===== src/rtl/knn_smallest_k_tracker.sv =====
// ---------------------------------------------------------------------------
// knn_smallest_k_tracker
//
// Streaming top-K selector for one k-NN query. One (distance, group bit)
// sample may arrive per cycle. The K smallest distances are kept in a sorted
// register array, nearest in slot 0. At end of stream the K group bits,
// nearest first, are presented to the group decider for its majority vote.
//
// Ports:
//   clk                               rising-edge clock
//   rst                               synchronous, active-high reset
//   i_start                           begin a new query (clears the tracker)
//   i_valid                           sample valid this cycle
//   i_distance[DIST_W-1:0]            unsigned sample distance
//   i_group                           sample group bit
//   i_last                            final sample of the query (with i_valid)
//   o_busy                            high while collecting samples
//   o_done                            one-cycle pulse: result is valid
//   o_5_smallest_distances_group_bit  group bits, bit 0 = nearest; 0 if unfilled
//   o_count[CNT_W-1:0]                number of filled slots (saturates at K)
// ---------------------------------------------------------------------------
module knn_smallest_k_tracker #(
   parameter int DIST_W = 16,
   parameter int K      = 5,
   parameter int CNT_W  = $clog2(K + 1)
) (
   input  logic              clk,
   input  logic              rst,
   input  logic              i_start,
   input  logic              i_valid,
   input  logic [DIST_W-1:0] i_distance,
   input  logic              i_group,
   input  logic              i_last,
   output logic              o_busy,
   output logic              o_done,
   output logic [K-1:0]      o_5_smallest_distances_group_bit,
   output logic [CNT_W-1:0]  o_count
);

   localparam logic [1:0] S_IDLE    = 2'd0;
   localparam logic [1:0] S_COLLECT = 2'd1;
   localparam logic [1:0] S_DONE    = 2'd2;

   logic [1:0]        r_state;
   logic [DIST_W-1:0] r_dist [K];
   logic [K-1:0]      r_grp;
   logic [K-1:0]      r_filled;
   logic              r_done;

   logic [K-1:0]      w_take;
   logic [K-1:0]      w_below;
   logic [DIST_W-1:0] w_nxt_dist [K];
   logic [K-1:0]      w_nxt_grp;
   logic [K-1:0]      w_nxt_filled;
   logic [CNT_W-1:0]  w_count;

   // ------------------------------------------------------------------------
   // Insertion network. A slot "takes" the sample if it is empty or holds a
   // strictly larger distance, so equal distances stay ahead of newcomers.
   // w_below[j] marks that a nearer slot already took the sample, in which
   // case slot j shifts down from slot j-1 and the old slot K-1 falls off.
   // ------------------------------------------------------------------------
   always_comb begin
      // NOTE: every combinational output gets a default first so no latch
      // is inferred on paths that do not assign it.
      w_take       = '0;
      w_below      = '0;
      w_nxt_grp    = r_grp;
      w_nxt_filled = r_filled;
      for (int j = 0; j < K; j++) begin
         w_nxt_dist[j] = r_dist[j];
         w_take[j]     = !r_filled[j] || (i_distance < r_dist[j]);
      end

      for (int j = 1; j < K; j++) begin
         w_below[j] = w_below[j-1] | w_take[j-1];
      end

      if (w_take[0]) begin
         w_nxt_dist[0]   = i_distance;
         w_nxt_grp[0]    = i_group;
         w_nxt_filled[0] = 1'b1;
      end
      for (int j = 1; j < K; j++) begin
         if (w_below[j]) begin
            w_nxt_dist[j]   = r_dist[j-1];
            w_nxt_grp[j]    = r_grp[j-1];
            w_nxt_filled[j] = r_filled[j-1];
         end else if (w_take[j]) begin
            w_nxt_dist[j]   = i_distance;
            w_nxt_grp[j]    = i_group;
            w_nxt_filled[j] = 1'b1;
         end
      end
   end

   // Filled flags form a prefix, but a plain popcount keeps the count honest
   // without relying on that.
   always_comb begin
      w_count = '0;
      for (int j = 0; j < K; j++) begin
         // NOTE: blocking assignments in combinational logic so the running
         // sum is seen by the next iteration.
         w_count = w_count + CNT_W'(r_filled[j]);
      end
   end

   // ------------------------------------------------------------------------
   // Control FSM and slot registers.
   // ------------------------------------------------------------------------
   always_ff @(posedge clk) begin
      if (rst) begin
         // NOTE: sequential state uses non-blocking assignments so every
         // register samples the pre-edge values.
         r_state  <= S_IDLE;
         r_grp    <= '0;
         r_filled <= '0;
         r_done   <= 1'b0;
         // NOTE: the slot distance array is reset as well; it is small, and
         // a known value keeps the debug view and equivalence checks clean.
         for (int j = 0; j < K; j++) begin
            r_dist[j] <= '0;
         end
      end else begin
         r_done <= 1'b0;
         case (r_state)
            S_IDLE, S_DONE: begin
               // Samples are ignored here, including one that arrives with
               // i_start; results hold in DONE until the next start.
               if (i_start) begin
                  r_state  <= S_COLLECT;
                  r_grp    <= '0;
                  r_filled <= '0;
                  for (int j = 0; j < K; j++) begin
                     r_dist[j] <= '0;
                  end
               end
            end
            S_COLLECT: begin
               if (i_start) begin
                  // Restart: drop the concurrent sample and clear the slots.
                  r_grp    <= '0;
                  r_filled <= '0;
                  for (int j = 0; j < K; j++) begin
                     r_dist[j] <= '0;
                  end
               end else if (i_valid) begin
                  r_grp    <= w_nxt_grp;
                  r_filled <= w_nxt_filled;
                  for (int j = 0; j < K; j++) begin
                     r_dist[j] <= w_nxt_dist[j];
                  end
                  if (i_last) begin
                     r_state <= S_DONE;
                     r_done  <= 1'b1;
                  end
               end
            end
            default: r_state <= S_IDLE;
         endcase
      end
   end

   // Outputs come straight from registers; no input-to-output path.
   assign o_busy                           = (r_state == S_COLLECT);
   assign o_done                           = r_done;
   assign o_5_smallest_distances_group_bit = r_grp & r_filled;
   assign o_count                          = w_count;

endmodule


===== config.mk =====
export PLATFORM = sky130hd
export DESIGN_NAME = knn_smallest_k_tracker
export DESIGN_NICKNAME = d
export VERILOG_FILES = /design/src/rtl/knn_smallest_k_tracker.sv
export SDC_FILE = /design/constraint.sdc
export NUM_CORES = 1
export LEC_CHECK = 0
export ABC_CLOCK_PERIOD_IN_PS = 6600
export CORE_UTILIZATION = 46
export DETAILED_ROUTE_END_ITERATION = 7
export GPL_TIMING_DRIVEN = 0
export PLACE_DENSITY = 0.64
export SYNTH_ARGS = -nofsm -noshare
export SYNTH_HDL_FRONTEND = slang
export SYNTH_SLANG_ARGS = --single-unit

===== constraint.sdc =====
create_clock -name clk -period 6.6 [get_ports clk]
set_clock_uncertainty 0.1 [all_clocks]
set_input_delay 1.32 -clock clk [delete_from_list [all_inputs] [get_ports clk]]
set_output_delay 1.32 -clock clk [all_outputs]
set_load 0.01 [all_outputs]

==> impl_results.md <==
* Hold_ws at 0.395 ns
* ANT cells at 0
* Die area at 13,700 um^2
* Achievable Freq at 183 MHz
* CORE AREA at 12,800 um^2
* Syn Area/Cell at 9.56 um^2
* Post-synth EDFFs at 80
* Pin count of the biggest net entering global routing at 19
* Initial antenna violation count at 0
* Count of state elements after synthesis at 93
* Post-CTS Setup Inserts at 0
* CTS Root Cell: clkbuf_16
* Avg WL per Cell at 15.3 um
* Post-CTS sizing at 0
* Clk buf depth at 2
* CTS clk-pin slew, worst paths at 0.06 ns
* Area Overhead vs Synth at 13.6%
* First-pass GRT wire length at 21,300 um
* Final worst-path cycle share at 83.0%
* Setup crit end kind: flop
* Worst-Margin Slew at 1.17 ns
* DRC at 0
* Final Hold Vio Count at 0
* # Max-Cap Violations at 0
* Asr flop ratio synth at 0%
* Nets at 781
* Synth cell types at 52
* Slowest CP cell: clkdlybuf4s50_1
* Syn Nets at 738
* Rows at 41
* Setup violators final at 0
* Proportion of synthesized chip area in sequential cells at 43.7%
* Total negative slack at 0 ns
* CTS Buf Count at 9
* Share of layout cells above drive strength 1 at 4.66%
* Hold Crit Depth at 2
* Top FF cell, synth: edfxtp_1
* DR iter-0 viols at 245
* Initial Util at 47.7%
* DIE HEIGHT at 117 um
* Fin crit period at 5.48 ns
* Tot Pwr at 0.00138 W
* Worst reg2reg path depth at 11
* Final core occ at 54.2%
* Vias in the first global route at 4,456
* Post-Syn Area at 6100 um^2
* GRT Util Overall at 20.7%
* Die width at 117 um
* Startpoint types: input port
* Crit Path Max Fanout at 12
* Vias per cell at 5.28
* Routed wire length at 13,100 um
* Max Slew Vio Count at 0
* Leakage at 2.61 nW
* IO Pins at 32
* Sink Count at 93
* Run status: finished clean
* ANT nets after route at 0
* CTS tree: built
* First drt pass iteration count at 5
* Gate Count Post-Synth at 638
* PwrDens at 200 nW/um^2
* Slew HR at 21.9%
* Critical-path cell list: clkdlybuf4s50_1 -> ha_1 -> nand4_1 -> or4_1 -> a221oi_2 -> o31a_1 -> buf_4 -> or3b_4 -> buf_2 -> clkinv_1 -> buf_2 -> o21ai_1 -> buf_4
* RSZ-0062 raised after global routing: no
* Critical path class: input port to flop
* Critical Path RT at 6.60 ns
* Arrival @ worst endpoint at 5.48 ns
* DP HPWL at 10,500 um
* Crit path largest cell delay at 0.70 ns
* PortBufs at 29
* HP Class: flop to flop
* H-tree levels at 3
* Peak supply drop at 149 uV
* Post-CTS Hold Fix Bufs at 0
* Worst-Skew Late Latency at 0.34 ns
* Routability cong. at 0.874
* Via count at 4,534
* Yosys warnings at 0
* GRT overflow at 0
[worst max-delay path: cells and delay by family]
kind | cells | cell delay [ns]
AOI/OAI and AO/OA | 3 | 0.68
adders and majority gates | 1 | 0.47
and+or+nand+nor | 3 | 1.21
buffers and inverters | 6 | 1.78
[routing by layer]
metal,GRT usage (%),routed length (um),vias to the layer above
met5,0,0,-
met4,7.09,230,0
met3,3.35,470,19
met2,36.8,6380,80
met1,25.6,6030,2124
li1,-,-,2311
[cells in the mapped netlist (2+ instances only)]
master	n	share of area [%]
a21oi_1	64	5.3
buf_6	2	0.37
nand2b_1	2	0.21
ha_1	76	16
nand3_1	6	0.49
o311ai_0	2	0.29
a2111oi_0	4	0.57
nand4_1	8	0.82
mux2i_1	35	5.7
buf_4	3	0.37
nor2b_1	4	0.41
dfxtp_1	13	4.3
inv_1	84	5.2
a211oi_1	3	0.37
o21a_1	4	0.49
fa_1	2	0.66
edfxtp_1	80	39
buf_2	3	0.25
nor3b_1	2	0.25
nand2_1	57	3.5
or4_1	2	0.25
o22ai_1	3	0.31
a21o_1	5	0.62
a31oi_1	2	0.21
and2_1	22	2.3
clkbuf_1	16	0.99
nor2_1	83	5.1
o211ai_1	4	0.49
o21ai_0	22	1.8
nor3_1	3	0.25
[power by group]
part / total [W] / switching, W / leakage (nW) / internal (W)
sequential: 0.000677 / 0.0000121 / 1.00 / 0.000665
clock: 0.000519 / 0.000225 / 0.140 / 0.000293
combinational: 0.000187 / 0.000112 / 1.47 / 0.0000749
[per-stage QoR]
| stage | cell area [um^2] | setup slack, ns | std cells |
|---|---|---|---|
| finish | 6930 | 1.12 | 858 |
| global route | 6930 | 0.745 | 858 |
| CTS | 6930 | 1.15 | 858 |
| detailed placement | 6640 | 0.805 | 842 |
| global placement | 6600 | -0.0695 | 839 |
| floorplan | 6100 | 1.44 | 638 |
[flip-flops by register name (all words and copies together), names as in the netlist]
signal and count:
r_dist 80, r_grp 5, o_done 1, r_filled 5
r_state 2
[final cells by class]
class / instances / area [um^2]
Clock buffer: 10 / 229
Tap cell: 172 / 215
Inverter: 85 / 319
Timing Repair Buffer: 32 / 317
Sequential cell: 93 / 2660
Buffer: 24 / 120
Multi-Input combinational cell: 436 / 3000
Clock inverter: 6 / 63.8
Fill cell: 1093 / 5850
[path summary, 6_finish.rpt]
path,from,end,slack [ns]
min,r_grp[0]$_SDFFE_PP0P_,r_grp[0]$_SDFFE_PP0P_,0.40
max,i_distance[14],r_dist[0][19]$_SDFFCE_PN0P_,1.12
max reg2reg,r_dist[0][41]$_SDFFCE_PN0P_,r_dist[0][33]$_SDFFCE_PN0P_,2.58
min reg2reg,r_grp[0]$_SDFFE_PP0P_,r_grp[0]$_SDFFE_PP0P_,0.40
[placed cells by master (no fill, tap or decap), types with 5 or more instances in the layout]
cell and instances:
a21o_1 5, a21oi_1 64, and2_1 22, buf_4 5, clkbuf_1 17, clkbuf_16 9, clkdlybuf4s50_1 29, dfxtp_1 13
edfxtp_1 80, ha_1 76, inv_1 84, mux2i_1 35, nand2_1 57, nand3_1 6, nand4_1 8, nor2_1 83
o21ai_0 20
[cell families after synthesis]
family / count (synthesis) / share of synthesized area [%]
adders and majority gates: 78 / 16.3
buffers and inverters: 109 / 7.20
and+or+nand+nor: 198 / 14.9
AOI/OAI and AO/OA: 125 / 12.2
DFF: 93 / 43.7
muxes: 35 / 5.75
Note: power is estimated with default switching activity, not from simulation.
==> patch 1, RTL diff (same flow settings) <==
The parameter `K` goes from 5 to 6.
--- a/src/rtl/knn_smallest_k_tracker.sv
+++ b/src/rtl/knn_smallest_k_tracker.sv
@@ -22,5 +22,5 @@
 module knn_smallest_k_tracker #(
    parameter int DIST_W = 16,
-   parameter int K      = 5,
+   parameter int K      = 6,
    parameter int CNT_W  = $clog2(K + 1)
 ) (
Interface: changed (resized o_5_smallest_distances_group_bit); port bits go from 32 to 33. No check against the original RTL was run, so the function may have changed too.
==> patch 1 against the unedited design <==
- wire length up 23%
- global-route usage up 0.49 points
- sequential share of layout area up 0.36 points
- final area up 18%
- sequential cell count up 18
- synthesized cell count up 18%
- area after synthesis up 20%
- setup slack better by 0.41 ns
- power up 16%
- register-to-register slack better by 0.43 ns
- critical path type unchanged
==> patch 1: results (changes against the unedited design) <==
power:
  irDropWorstVdd_mv: 0.1534  # +3.0%
  p_leak_nw: 3.414  # +31%
  p_sw_w: 0.0004074  # +17%
  pg_seq_w: 0.000809  # +19%
  clkPwrFrac: 0.350  # -0.025
  seqPwrFrac: 0.506  # +0.016
logic_synthesis:
  seq_area_frac_synth: 0.4353  # -0.001374
  yosys.cell_types.count: 55  # +5.8%
  yosys-top-cells-area: "edfxtp_1, ha_1, mux2i_1"
  synth_nets: 872  # +18%
  synth_edf_count: 96  # +20%
  yosys_warnings: 0  # unchanged
  synth_commonest_cells: "nor2_1, inv_1, edfxtp_1"
  async_flop_share: 0  # unchanged
  ys.flop_type: "edfxtp_1"
clock_tree:
  path_clk_slew_ns: 0.07
  cts_buffer_depth: 2  # unchanged
  clock-root-buffer: "clkbuf_16"
  cts_resized: 0  # unchanged
  cts_made_buffers: 9  # unchanged
  clk_latency_ns: 0.36  # +0.02 ns
  cts_htree_levels: 3  # unchanged
  postCtsSetupBuffers: 0  # unchanged
final_layout:
  finalNetCount: 914  # +17%
  reg.largest.list: "r_dist x96, r_filled x6, r_grp x6"
  antenna_cells: 0  # unchanged
  drive_gt1_frac: 0.03736  # -0.009287
  nFillCells: 1352  # +24%
placement:
  gp_congestion: 0.8303  # -5.0%
  placed_cell_area_mm2: 0.007896  # +19%
  port_buffers: 31  # +6.9%
  hpwl_um: 12890  # +23%
critical_path:
  arrival_ns: 4.94  # -0.54 ns
  cpMaxStageDelayCell: "nor2_1"
  crit_path_max_fanout: 16  # +4
  critPathMaxStageDelay_ns: 0.90  # +0.20 ns
global_route:
  gr-usage-met2: 0.3683  # about the same
  use_met3: 0.03923  # +0.005761
  globalRouteMet1Util: 0.2572  # +0.001282
  grt_max_degree: 19  # unchanged
  antenna_found_initial: 0  # unchanged
  grt.total_usage: 0.2121  # +0.004874
  grt_pass1_vias: 5460  # +23%
  grt_pass1_wl_um: 26330  # +24%
routing:
  routed_via_density: 5.373  # +1.7%
  drt_pass1_iterations: 5  # unchanged
  drt_iter0_drc: 381  # +56%
  wire_per_inst_um: 15.86  # +3.7%
sta:
  slew_headroom: 0.2164  # -0.002967
  setup_viol: 0  # unchanged
floorplanning:
  die_x_um: 128.1  # +9.3%
status:
  run_status: "complete, no violations"
[patch 1: path summary, 6_finish.rpt]
check | startpoint | slack (ns) | end | cells past startpoint
max | i_distance[5] | 1.53 | r_dist[0][37] | 11
min | r_filled[4] | 0.38 | r_filled[5] | 2
max reg2reg | r_dist[0][9] | 3.01 | r_dist[0][37] | 11
min reg2reg | r_filled[4] | 0.38 | r_filled[5] | 2
[patch 1: per-layer routing]
metal / up-vias / part of all wire
li1: 2739 / -
met1: 2579 / 0.44
met2: 100 / 0.49
met3: 30 / 0.034
met4: 0 / 0.031
met5: - / 0
[patch 1: worst max-delay path: cells and delay by family]
| family | cells | cell delay (ns) |
|---|---|---|
| AO/OA/AOI/OAI | 4 | 0.88 |
| AND/OR/NAND/NOR | 3 | 1.11 |
| buffers and inverters | 3 | 1.28 |
| adder cells (fa/ha/maj) | 1 | 0.35 |
[patch 1: stage by stage]
stage	setup WS [ns]	hold WS [ns]	cells	utilization
after floorplan	2.455	0.3359	756	-
after global placement	1.024	0.3535	998	0.5131
after detailed placement	1.047	0.3630	998	0.5137
after CTS	1.400	0.3784	1014	0.5333
after global routing	1.161	0.4101	1014	0.5338
final	1.530	0.3772	1014	0.5338
[patch 1: logic make-up (layout without fill, tap and decap cells)]
kind of cell | count (synthesis) | in the layout | synth area share
flops | 111 | 111 | 0.4353
mux | 56 | 56 | 0.07683
compound gates | 139 | 139 | 0.1133
buf+inv | 130 | 177 | 0.06964
simple gates | 226 | 226 | 0.1410
fa+ha+maj | 94 | 94 | 0.1639
[patch 1: cell type report]
class                      instances  area share
timing repair buffer              31     0.03782
clock buffer                      12     0.03004
buffer                            28     0.01540
tap                              211     0.03217
multi-input combinational        515      0.4433
inverter                         102     0.04666
clock inverter                     4    0.006709
sequential                       111      0.3879
==> patch 2, RTL diff (config.mk and constraints unchanged) <==
Made on the original files. Reset style: asynchronous (`rst`), changed in one clocked block. Comments in the files are not updated.
--- a/src/rtl/knn_smallest_k_tracker.sv
+++ b/src/rtl/knn_smallest_k_tracker.sv
@@ -109,5 +109,5 @@
    // Control FSM and slot registers.
    // ------------------------------------------------------------------------
-   always_ff @(posedge clk) begin
+   always_ff @(posedge clk or posedge rst) begin
       if (rst) begin
          // NOTE: sequential state uses non-blocking assignments so every
Behaviour: differs if rst is asserted again (counterexample within 4 cycles, from zero or initial values and one cycle with rst high); with rst held inactive, the same outputs for 4 cycles.
==> patch 2 against the unedited design <==
- cell count is 8.9% higher
- area after synthesis increased by 6.1%
- largest cell class unchanged
- combinational power grew 95%
- final area increased by 5.5%
- setup slack better by 0.40 ns
- sequential cell count did not move
- largest power group unchanged
- die area up 6.0%
- global-route usage rose by 3.6 points
- power grew 9.7%
- wire length up 26%
- critical path depth stayed put
==> patch 2: results (changes against the unedited design) <==
status:
  run_status: "complete, no violations"
final_layout:
  finalNetCount: 854  # +9.3%
  nFillCells: 1295  # +18%
  final_util: 0.5433  # +0.0009760
  drive_gt1_frac: 0.1121  # +0.06549
placement:
  hpwl_um: 13040  # +25%
  placed_cell_area_mm2: 0.007028  # +5.9%
  gp_congestion: 0.8487  # -2.9%
routing:
  routed_via_density: 5.554  # +5.1%
  drt_iter0_drc: 279  # +14%
  wl_um: 16490  # +26%
  drt_pass1_iterations: 4  # -1
  drcViolationCount: 0  # unchanged
critical_path:
  crit_path_max_fanout: 10  # -2
  arrival_ns: 5.20  # -0.28 ns
logic_synthesis:
  async_flop_share: 1.000  # +1.000
  yosys-top-cells-area: "dfrtp_1, ha_1, mux2_2"
  synth_commonest_cells: "nand2_1, dfrtp_1, inv_1"
  synth_nets: 811  # +9.9%
  yosys.cell_types.count: 44  # -15%
  seq_area_frac_synth: 0.3598  # -0.07685
sta:
  tightest_slew_ns: 0.7682  # -0.3985 ns
clock_tree:
  clk_latency_ns: 0.36  # +0.02 ns
global_route:
  grt_pass1_vias: 5528  # +24%
  grt_pass1_wl_um: 27010  # +27%
  grt_max_degree: 71  # +52
power:
  irDropWorstVdd_mv: 0.1647  # +11%
  p_leak_nw: 3.165  # +21%
==> patch 2: tightest hold or removal path, stage by stage, from the launching register on <==
cell	delay, ns
dfrtp_1	0.35
nand2_1	0.05
o21ai_0	0.06
==> patch 2: routing by layer <==
| metal | wire (um) | share of wire | vias to the layer above | track usage |
|---|---|---|---|---|
| met2 | 8023 | 0.49 | 92 | 0.4185 |
| met3 | 598 | 0.036 | 27 | 0.05094 |
| met4 | 257 | 0.016 | 0 | 0.06019 |
| met1 | 7608 | 0.46 | 2528 | 0.3091 |
| met5 | 0 | 0 | - | 0 |
| li1 | - | - | 2540 | - |
==> patch 2: kinds of logic (layout without fill, tap and decap cells) <==
family | after synthesis | after routing | synth area share
buffers and inverters | 116 | 163 | 0.07468
DFF | 93 | 93 | 0.3598
adders and majority gates | 78 | 78 | 0.1532
and+or+nand+nor | 194 | 194 | 0.1341
AOI/OAI and AO/OA | 142 | 142 | 0.1321
muxes | 88 | 88 | 0.1461
==> patch 2: report_power, final <==
part           switching (W)  internal, W
clock network       0.000226     0.000290
registers          0.0000296     0.000606
logic               0.000224     0.000141
total               0.000479      0.00104
==> patch 2: area by class of cell <==
| type | instances | share of cell area |
|---|---|---|
| Buffer | 33 | 0.02345 |
| Clock buffer | 10 | 0.03132 |
| Clock inverter | 5 | 0.007189 |
| Inverter | 83 | 0.04296 |
| Multi-Input combinational cell | 502 | 0.5003 |
| Sequential cell | 93 | 0.3184 |
| Tap cell | 176 | 0.03013 |
| Timing Repair Buffer | 32 | 0.04622 |
==> patch 2: worst paths after layout <==
check | slack, ns | start | cells after the start | to
worst max-delay path | 1.52 | i_distance[13] | 13 | r_dist[62]
worst min-delay path | 0.39 | r_dist[67] | 2 | r_dist[67]
worst max register to register | 2.82 | r_dist[78] | 13 | r_dist[62]
worst min register to register | 0.39 | r_dist[67] | 2 | r_dist[67]
max in group asynchronous | 4.55 | rst | 3 | r_dist[29]
min in group asynchronous | 1.18 | rst | 2 | r_dist[53]
==> patch 2: stage by stage <==
step / instances / total power [W] / worst slack (ns)
CTS: 934 / 0.001528 / 1.646
global route: 934 / 0.001596 / 1.429
finish: 934 / 0.001516 / 1.518
detailed placement: 919 / 0.001008 / 1.286
global placement: 918 / 0.0009919 / 1.211
floorplan: 711 / 0.0008809 / 2.703
